### src/rtl/regfile_sequencer_pkg.sv
// regfile_sequencer_pkg
//   Shared definitions for the register-file sequencer: opcode encoding,
//   the 2-bit FSM state encoding, and the bit positions of the instruction
//   fields. Field helpers keep the slicing in one place.
package regfile_sequencer_pkg;

  typedef enum logic [1:0] {
    OP_ADD = 2'b00,
    OP_SUB = 2'b01,
    OP_MOV = 2'b10,
    OP_LI  = 2'b11
  } op_e;

  typedef enum logic [1:0] {
    ST_IDLE  = 2'd0,
    ST_READ  = 2'd1,
    ST_EXEC  = 2'd2,
    ST_WRITE = 2'd3
  } state_e;

  // Instruction layout: op[7:6] rs[5:4] rt[3:2] rd[1:0]; LI immediate is [5:2].
  localparam int OP_MSB  = 7;
  localparam int OP_LSB  = 6;
  localparam int RS_MSB  = 5;
  localparam int RS_LSB  = 4;
  localparam int RT_MSB  = 3;
  localparam int RT_LSB  = 2;
  localparam int RD_MSB  = 1;
  localparam int RD_LSB  = 0;
  localparam int IMM_MSB = 5;
  localparam int IMM_LSB = 2;

  function automatic op_e get_op(input logic [7:0] instr);
    return op_e'(instr[OP_MSB:OP_LSB]);
  endfunction

  function automatic logic [1:0] get_rs(input logic [7:0] instr);
    return instr[RS_MSB:RS_LSB];
  endfunction

  function automatic logic [1:0] get_rt(input logic [7:0] instr);
    return instr[RT_MSB:RT_LSB];
  endfunction

  function automatic logic [1:0] get_rd(input logic [7:0] instr);
    return instr[RD_MSB:RD_LSB];
  endfunction

  function automatic logic [3:0] get_imm(input logic [7:0] instr);
    return instr[IMM_MSB:IMM_LSB];
  endfunction

endpackage

### src/rtl/regfile_sequencer_if.sv
// regfile_sequencer_if
//   Instruction handshake plus retirement status of the sequencer.
//   master : instruction source (drives instr_valid/instr, observes the rest)
//   slave  : the sequencer
//   Signals: instr_valid, instr[7:0], instr_ready, done, result[W-1:0],
//            carry, zero.
interface regfile_sequencer_if #(
  parameter int W = 8
);
  logic         instr_valid;
  logic [7:0]   instr;
  logic         instr_ready;
  logic         done;
  logic [W-1:0] result;
  logic         carry;
  logic         zero;

  modport master (
    output instr_valid, instr,
    input  instr_ready, done, result, carry, zero
  );

  modport slave (
    input  instr_valid, instr,
    output instr_ready, done, result, carry, zero
  );
endinterface

### src/rtl/regfile_seq_alu.sv
// regfile_seq_alu
//   Combinational ALU for the sequencer.
//   op_i   : opcode
//   a_i    : operand A (rs value)
//   b_i    : operand B (rt value)
//   imm_i  : 4-bit immediate for LI
//   res_o  : W+1-bit result; bit W is carry (ADD) or borrow (SUB), 0 otherwise
//   zero_o : low W bits of the result are zero
module regfile_seq_alu
  import regfile_sequencer_pkg::*;
#(
  parameter int W = 8
) (
  input  op_e          op_i,
  input  logic [W-1:0] a_i,
  input  logic [W-1:0] b_i,
  input  logic [3:0]   imm_i,
  output logic [W:0]   res_o,
  output logic         zero_o
);

  always_comb begin
    res_o = '0;
    case (op_i)
      OP_ADD:  res_o = {1'b0, a_i} + {1'b0, b_i};
      // The wrapped top bit of a zero-extended subtract is the borrow (a < b).
      OP_SUB:  res_o = {1'b0, a_i} - {1'b0, b_i};
      OP_MOV:  res_o = {1'b0, a_i};
      OP_LI:   res_o = {{(W - 3){1'b0}}, imm_i};
      default: res_o = '0;
    endcase
    zero_o = (res_o[W-1:0] == '0);
  end

endmodule

### src/rtl/regfile_sequencer.sv
// regfile_sequencer
//   Four-state multicycle initiator for the register file: accepts one
//   instruction per handshake, reads rs/rt, executes, writes rd.
//   clk, Reset          : clock, synchronous active-high reset
//   ifc (slave)         : instruction handshake and retirement status
//   Read1/Read2         : read addresses, loaded with rs/rt at handshake
//   ReadD1/ReadD2       : read data, captured during READ
//   RegWrite/WriteR/WriteD : write port, active in WRITE
module regfile_sequencer
  import regfile_sequencer_pkg::*;
#(
  parameter int W = 8
) (
  input  logic                 clk,
  input  logic                 Reset,
  regfile_sequencer_if.slave   ifc,
  output logic [1:0]           Read1,
  output logic [1:0]           Read2,
  input  logic [W-1:0]         ReadD1,
  input  logic [W-1:0]         ReadD2,
  output logic                 RegWrite,
  output logic [1:0]           WriteR,
  output logic [W-1:0]         WriteD
);

  state_e       state_q, state_d;
  logic [7:0]   instr_q;
  logic [W-1:0] a_q, b_q;
  logic [W-1:0] result_q;
  logic         carry_q, zero_q;
  logic [1:0]   read1_q, read2_q, write_r_q;
  logic [W:0]   alu_res;
  logic         alu_zero;
  logic         accept;

  regfile_seq_alu #(.W(W)) u_alu (
    .op_i   (get_op(instr_q)),
    .a_i    (a_q),
    .b_i    (b_q),
    .imm_i  (get_imm(instr_q)),
    .res_o  (alu_res),
    .zero_o (alu_zero)
  );

  // NOTE: every branch starts from a default, so no path leaves a signal
  // unassigned and no latch is inferred.
  always_comb begin
    state_d         = state_q;
    ifc.instr_ready = 1'b0;
    RegWrite        = 1'b0;
    ifc.done        = 1'b0;
    case (state_q)
      ST_IDLE: begin
        ifc.instr_ready = 1'b1;
        if (ifc.instr_valid) state_d = ST_READ;
      end
      ST_READ:  state_d = ST_EXEC;
      ST_EXEC:  state_d = ST_WRITE;
      ST_WRITE: begin
        RegWrite = 1'b1;
        ifc.done = 1'b1;
        state_d  = ST_IDLE;
      end
      default:  state_d = ST_IDLE;
    endcase
    // Reset suppresses the handshake and any write in the very cycle it is
    // high, not only from the following edge.
    if (Reset) begin
      ifc.instr_ready = 1'b0;
      RegWrite        = 1'b0;
      ifc.done        = 1'b0;
    end
  end

  assign accept = (state_q == ST_IDLE) && ifc.instr_valid;

  // NOTE: all state here uses non-blocking assignments so every register
  // samples pre-edge values regardless of statement order.
  always_ff @(posedge clk) begin
    if (Reset) begin
      state_q   <= ST_IDLE;
      instr_q   <= '0;
      a_q       <= '0;
      b_q       <= '0;
      result_q  <= '0;
      carry_q   <= 1'b0;
      zero_q    <= 1'b0;
      read1_q   <= '0;
      read2_q   <= '0;
      write_r_q <= '0;
    end else begin
      state_q <= state_d;
      // Read addresses are loaded at handshake so they are already valid
      // throughout READ, then hold until the next instruction.
      if (accept) begin
        instr_q <= ifc.instr;
        read1_q <= get_rs(ifc.instr);
        read2_q <= get_rt(ifc.instr);
      end
      if (state_q == ST_READ) begin
        a_q <= ReadD1;
        b_q <= ReadD2;
      end
      // WriteR gets its own register so it holds after the next handshake
      // replaces instr_q.
      if (state_q == ST_EXEC) begin
        result_q  <= alu_res[W-1:0];
        carry_q   <= alu_res[W];
        zero_q    <= alu_zero;
        write_r_q <= get_rd(instr_q);
      end
    end
  end

  assign Read1      = read1_q;
  assign Read2      = read2_q;
  assign WriteR     = write_r_q;
  assign WriteD     = result_q;
  assign ifc.result = result_q;
  assign ifc.carry  = carry_q;
  assign ifc.zero   = zero_q;

endmodule

### src/flat_wrapper.sv
// flat-port wrapper written by rule: the top's interface ports become plain ports
module regfile_sequencer_flat import regfile_sequencer_pkg::*;
#(
  parameter int W = 8
)
  (clk, Reset, Read1, Read2, ReadD1, ReadD2, RegWrite, WriteR, WriteD, ifc_instr_valid, ifc_instr, ifc_instr_ready, ifc_done, ifc_result, ifc_carry, ifc_zero);
  regfile_sequencer_if #(.W(W)) ifc_i ();
  input  logic clk;
  input  logic Reset;
  output logic [1:0] Read1;
  output logic [1:0] Read2;
  input  logic [W-1:0] ReadD1;
  input  logic [W-1:0] ReadD2;
  output logic RegWrite;
  output logic [1:0] WriteR;
  output logic [W-1:0] WriteD;
  input wire logic [$bits(ifc_i.instr_valid)-1:0] ifc_instr_valid;
  input wire logic [$bits(ifc_i.instr)-1:0] ifc_instr;
  output wire logic [$bits(ifc_i.instr_ready)-1:0] ifc_instr_ready;
  output wire logic [$bits(ifc_i.done)-1:0] ifc_done;
  output wire logic [$bits(ifc_i.result)-1:0] ifc_result;
  output wire logic [$bits(ifc_i.carry)-1:0] ifc_carry;
  output wire logic [$bits(ifc_i.zero)-1:0] ifc_zero;
  assign ifc_i.instr_valid = ifc_instr_valid;
  assign ifc_i.instr = ifc_instr;
  assign ifc_instr_ready = ifc_i.instr_ready;
  assign ifc_done = ifc_i.done;
  assign ifc_result = ifc_i.result;
  assign ifc_carry = ifc_i.carry;
  assign ifc_zero = ifc_i.zero;
  regfile_sequencer #(.W(W)) u_core (.clk(clk), .Reset(Reset), .ifc(ifc_i), .Read1(Read1), .Read2(Read2), .ReadD1(ReadD1), .ReadD2(ReadD2), .RegWrite(RegWrite), .WriteR(WriteR), .WriteD(WriteD));
endmodule
### config.mk
export PLATFORM = sky130hd
export DESIGN_NAME = regfile_sequencer_flat
export DESIGN_NICKNAME = d
export VERILOG_FILES = /design/src/rtl/regfile_sequencer_pkg.sv /design/src/rtl/regfile_sequencer_if.sv /design/src/rtl/regfile_seq_alu.sv /design/src/rtl/regfile_sequencer.sv /design/src/flat_wrapper.sv
export SDC_FILE = /design/constraint.sdc
export NUM_CORES = 1
export LEC_CHECK = 0
export ABC_AREA = 1
export CAP_MARGIN = 20
export CORE_MARGIN = 10
export CORE_UTILIZATION = 45
export DETAILED_ROUTE_END_ITERATION = 10
export GPL_ROUTABILITY_DRIVEN = 0
export GPL_TIMING_DRIVEN = 0
export PLACE_DENSITY = 0.76
export SETUP_SLACK_MARGIN = 0.3
export SYNTH_ARGS = -nofsm -noshare
export SYNTH_HDL_FRONTEND = slang
export SYNTH_HIERARCHICAL = 1
export SYNTH_SLANG_ARGS = --single-unit
### constraint.sdc
create_clock -name clk -period 2.29 [get_ports clk]
set_input_delay 0.458 -clock clk [delete_from_list [all_inputs] [get_ports clk]]
set_output_delay 0.458 -clock clk [all_outputs]
set_load 0.02 [all_outputs]
# [Word-level counts from Yosys, hierarchy flattened]
# Index checks and enable logic that the tools add are counted.
[classes] n_mux=7 n_eq_ne=7 reduce_logical=4 n_addsub=2
[ops] cell="one-hot mux 9 bit (4 select lines)" n=1
[ops] cell="adder 8 x 8 -> 9 bit" n=1
[ops] cell="subtractor 8 x 8 -> 9 bit" n=1
[ops] cell="== test 2 bit, second input constant" n=4
[ops] cell="zero test 8 bit" n=1
[ops] cell="one-hot mux 2 bit (4 select lines)" n=1
[ops] cell="== test 2 x 1 -> 1 bit, second input constant" n=2
[ops] cell="zero test 2 bit" n=2
[ops] cell="two-way mux 1 bit" n=4
[ops] cell="two-way mux 2 bit" n=1
[ops] cell="inequality test 2 bit, second input constant" n=1
[ops] cell="logical AND 1 bit" n=1
[totals] register_bits=42 elab_cells=30 inputBits=27

# [Logic depth before layout (Yosys ltp)]
[logic_depth] depth_word=3 mapped_depth=21 mapped_depth_nobuf=21

# [Modules after synthesis]
# Netlist, hierarchy kept.
[by_module_without_submodules] module="regfile_sequencer" cells_per_inst=191 area_per_inst_um2=1501.4 n_inst=1
[by_module_without_submodules] module="regfile_seq_alu" cells_per_inst=146 area_per_inst_um2=745.7 n_inst=1

# [Least setup slack after synthesis]
# Ideal clock, no wire load.
[synth_timing] path_type="register to register" startpoint="register u_core.b_q[0]" endpoint="register u_core.zero_q, in the netlist u_core/ifc.zero" t_arrival_ns=2.043 slack_ns=0.131 period_less_slack_ns=2.159 setup_ns=0.116 stages_incl_launch_ff=21 cell_sequence="dfxtp_1 inv_1 ha_1 inv_1 nor3_1 nand2_1 nand2_1 xor2_1 ha_1 nand2_1 inv_1 a21oi_1 nand2_1 nand2_1 nand3_1 nand2_2 inv_1 nand2_1 nor2_1 nor2_1 nor2_1"
[synth_via] elab_chain_len=3
[synth_rtl] element="start: declaration" line_no="regfile_sequencer.sv:28" text="logic [W-1:0] a_q, b_q;"
[synth_rtl] element="start signal: assignment" line_no="regfile_sequencer.sv:102" text="b_q <= ReadD2;"
[synth_rtl] element="subtractor 8 x 8 -> 9 bit / adder 8 x 8 -> 9 bit (equally long branches)" line_no="regfile_seq_alu.sv:27, regfile_seq_alu.sv:25"
[synth_rtl] element="one-hot mux 9 bit (4 select lines) (*)" line_no="regfile_seq_alu.sv:24" text="case (op_i)"
[synth_rtl] element="via u_core.alu_res[7]" line_no="regfile_sequencer.sv:32" text="logic [W:0] alu_res;"
[synth_rtl] element="zero test 8 bit (*)" line_no="regfile_seq_alu.sv:32" text="zero_o = (res_o[W-1:0] == '0);"
[synth_rtl] element="via u_core.alu_zero" line_no="regfile_sequencer.sv:33" text="logic alu_zero;"
[synth_rtl] element="end signal: assignment" line_no="regfile_sequencer.sv:109" text="zero_q <= alu_zero;"
[synth_rtl] element="end: declaration" line_no="regfile_sequencer.sv:30" text="logic carry_q, zero_q;"
# Mark *: on every way through the listed nets, which the timed path passes. The rest lies on a longest branch.
# A chain may end at the register's enable or synchronous reset.

# [Worst setup path in the final report]
# Ends and elaborated chain as after synthesis.

==> impl_metrics.toml <==
[outcome]
status = "finished with violations"
violations = "negative setup slack"

[sta]
max_freq_mhz = 430
period_share = 1.02
slew_headroom = 0.756
finalMaxSlewViolations = 0
tightest_slew_ns = 0.363
fin_crit_ns = 2.33
layout_setup_ws_ns = -0.0353
rsz0062_at_grt = "true"
finalHoldViolCount = 0
skew_ns = 0.00291
setup_viol = 1

[logic_synthesis]
yosysSeqAreaShare = 0.339
synth.area.top_cells = "dfxtp_1 34%, nor2_1 13%, nand2_1 10%"
yosysWarningCount = 6
synth_top_area_frac = 0.339
ys_ff_latch = 38
synthArstFlopShare = 0
synth_edf_count = 0
synth_ff_type = "dfxtp_1"
ys_types = 28
synth_nets = 378
yosys.area.top_type = "dfxtp_1"
synth_cells = 337
avgSynthCellArea_um2 = 6.67
netlist_area_mm2 = 0.00225

[global_routing]
grt_pass1_wl_mm = 9.92
grt-ovfl-total = 0
grt_pass1_vias = 2239
antenna_found_initial = 0
grtUsageTotal = 0.141
grt_start_max_net_pins = 12

[die]
rows = 25
top_level_ports = 54
start_util = 0.470
die_w_um = 90.7
core_area_mm2 = 0.00479
die_y_um = 90.7
die-area_mm2 = 0.00822

[place]
portBuffers = 53
postPlaceCellArea_mm2 = 0.00290
hpwl_mm = 4.39

[worst_setup_path]
cp-start-kind = "flop"
timing.rr.start = "u_core/b_q[0]"
cp-end-kind = "flop"
cp_max_fo = 4
required_ns = 2.51
rr_worst_depth = 18
startpoint = "u_core/b_q[0]"
cp.arrival_ns = 2.55
critPathKind = "flop to flop"

[clocking]
holdBufCountCts = 0
clk_latency_ns = 0.28
cts_buffer_depth = 2
cts_num_sinks = 38
cts-htree-levels = 2
cts_tree = "done"
cts_buffers = 5
cts-root-buf = "clkbuf_8"
clk_pin_slew_ns = 0.07

[drt]
drt-pass1-iter-count = 4
vias_per_cell = 4.81
drc = 0
wl_per_cell_um = 12.4
num_vias = 2275
ant_nets = 0
wl_mm = 5.85
drt_iter0_drc = 94

[hold_path]
min_from = "u_core/instr_q[0]"
min_path_type = "flop to flop"
whs_path_depth = 2

[finish]
fin_area_mm2 = 0.00319
fin_nets = 447
drive_above_1_share = 0.232
area_growth_pct = 41.9
antenna_cells = 0

[job]
maxCapViolCount = 0
[registers in the layout, summed over array words and instances, names as in the netlist]
signal	count
u_core/WriteD	8
u_core/a_q	8
u_core/b_q	8
u_core/instr_q	8
u_core/WriteR	2
u_core/state_q	2
u_core/ifc.carry	1
u_core/ifc.zero	1
[worst max-delay path: stages, from the launching register on]
cell and delay [ns]:
dfxtp_2 0.34, inv_4 0.07, ha_4 0.12, inv_2 0.04
nor3_4 0.15, a21oi_2 0.05, xor2_1 0.17, ha_1 0.36
nand2_1 0.09, nand2_1 0.07, inv_1 0.10, nand4_1 0.13
nand3_2 0.11, nand2_2 0.06, nor2_1 0.10, nand2_1 0.07
nor2_1 0.12, nor2_1 0.05, nor2_1 0.07
[cells in the final DEF, fill, tap and decap left out, types with 2 or more instances in the layout]
| master | n |
|---|---|
| nand2_4 | 2 |
| buf_4 | 23 |
| nor2_1 | 68 |
| ha_1 | 9 |
| xnor2_1 | 2 |
| nand2_1 | 49 |
| inv_2 | 5 |
| inv_1 | 35 |
| nand2_2 | 13 |
| a21oi_2 | 3 |
| nor2_4 | 2 |
| clkdlybuf4s50_1 | 50 |
| ha_4 | 3 |
| buf_2 | 5 |
| xor2_1 | 4 |
| nand3_1 | 15 |
| a21oi_1 | 12 |
| nor2_2 | 6 |
| o21ai_0 | 29 |
| buf_6 | 2 |
| dfxtp_1 | 33 |
| o21ai_1 | 2 |
| nand3_2 | 4 |
| o21ai_2 | 2 |
| dfxtp_2 | 4 |
| clkbuf_8 | 5 |
| clkbuf_2 | 3 |
[synthesized netlist by cell type (all sizes together) (2+ instances only)]
library cell  number
nand2             64
nor2              76
xor2               4
buf               21
a21oi             15
o21ai             33
nand3             20
ha                13
inv               42
clkbuf             2
dfxtp             38
xnor2              2
[layer usage]
metal  vias to the layer above  track usage  share of wire
met1                      1023        0.156           0.44
met5                         -            0              0
met2                        56        0.250           0.49
met3                        10       0.0449          0.050
met4                         0       0.0424          0.019
li1                       1186            -              -
[repair_timing]
action | 4_1_cts | 5_1_grt
endpoints found under the setup margin | 12 | 12
pin swaps | 8 | 19
endpoints found under the hold margin | 0 | 0
gates resized for setup | 19 | 35
setup buffers | 6 | 3
[cell families (layout without fill, tap and decap cells)]
group | Yosys count | after routing | share of synthesized area
and+or+nand+nor | 162 | 162 | 0.291
AOI/OAI and AO/OA | 52 | 52 | 0.125
xor gates and xnor gates | 6 | 6 | 0.0234
DFF | 38 | 38 | 0.339
adders and majority gates | 14 | 14 | 0.0813
buffers and inverters | 65 | 134 | 0.141
[final timing paths]
check	end	slack, ns
worst max-delay path	u_core/ifc.zero	-0.04
worst min-delay path	u_core/instr_q[0]	0.46
worst max register to register	u_core/ifc.zero	-0.04
worst min register to register	u_core/instr_q[0]	0.46
[metrics by stage]
stage	cells	util	hold WS [ns]	setup WS (ns)	setup TNS [ns]
finish	473	0.666	0.464	-0.0353	-0.0353
global placement	457	0.606	0.455	-0.0944	-0.102
CTS	470	0.642	0.467	0.0308	0
floorplan	337	-	0.441	0.241	0
global route	473	0.666	0.481	-0.261	-0.577
detailed placement	457	0.606	0.454	-0.0931	-0.165
[area by class of cell]
cell class / count / area (µm²)
fillers: 421 / 1600
multi-input cells: 234 / 1330
flip-flops and latches: 38 / 769
repair buffers: 62 / 593
inverters: 42 / 168
plain buffers: 23 / 161
well taps: 67 / 83.8
clock buffers: 6 / 72.6
clock inverters: 1 / 7.51
Power is left out: the tool's default activity adds up to more than one toggle a clock period on the data nets, which glitch-free logic cannot reach.
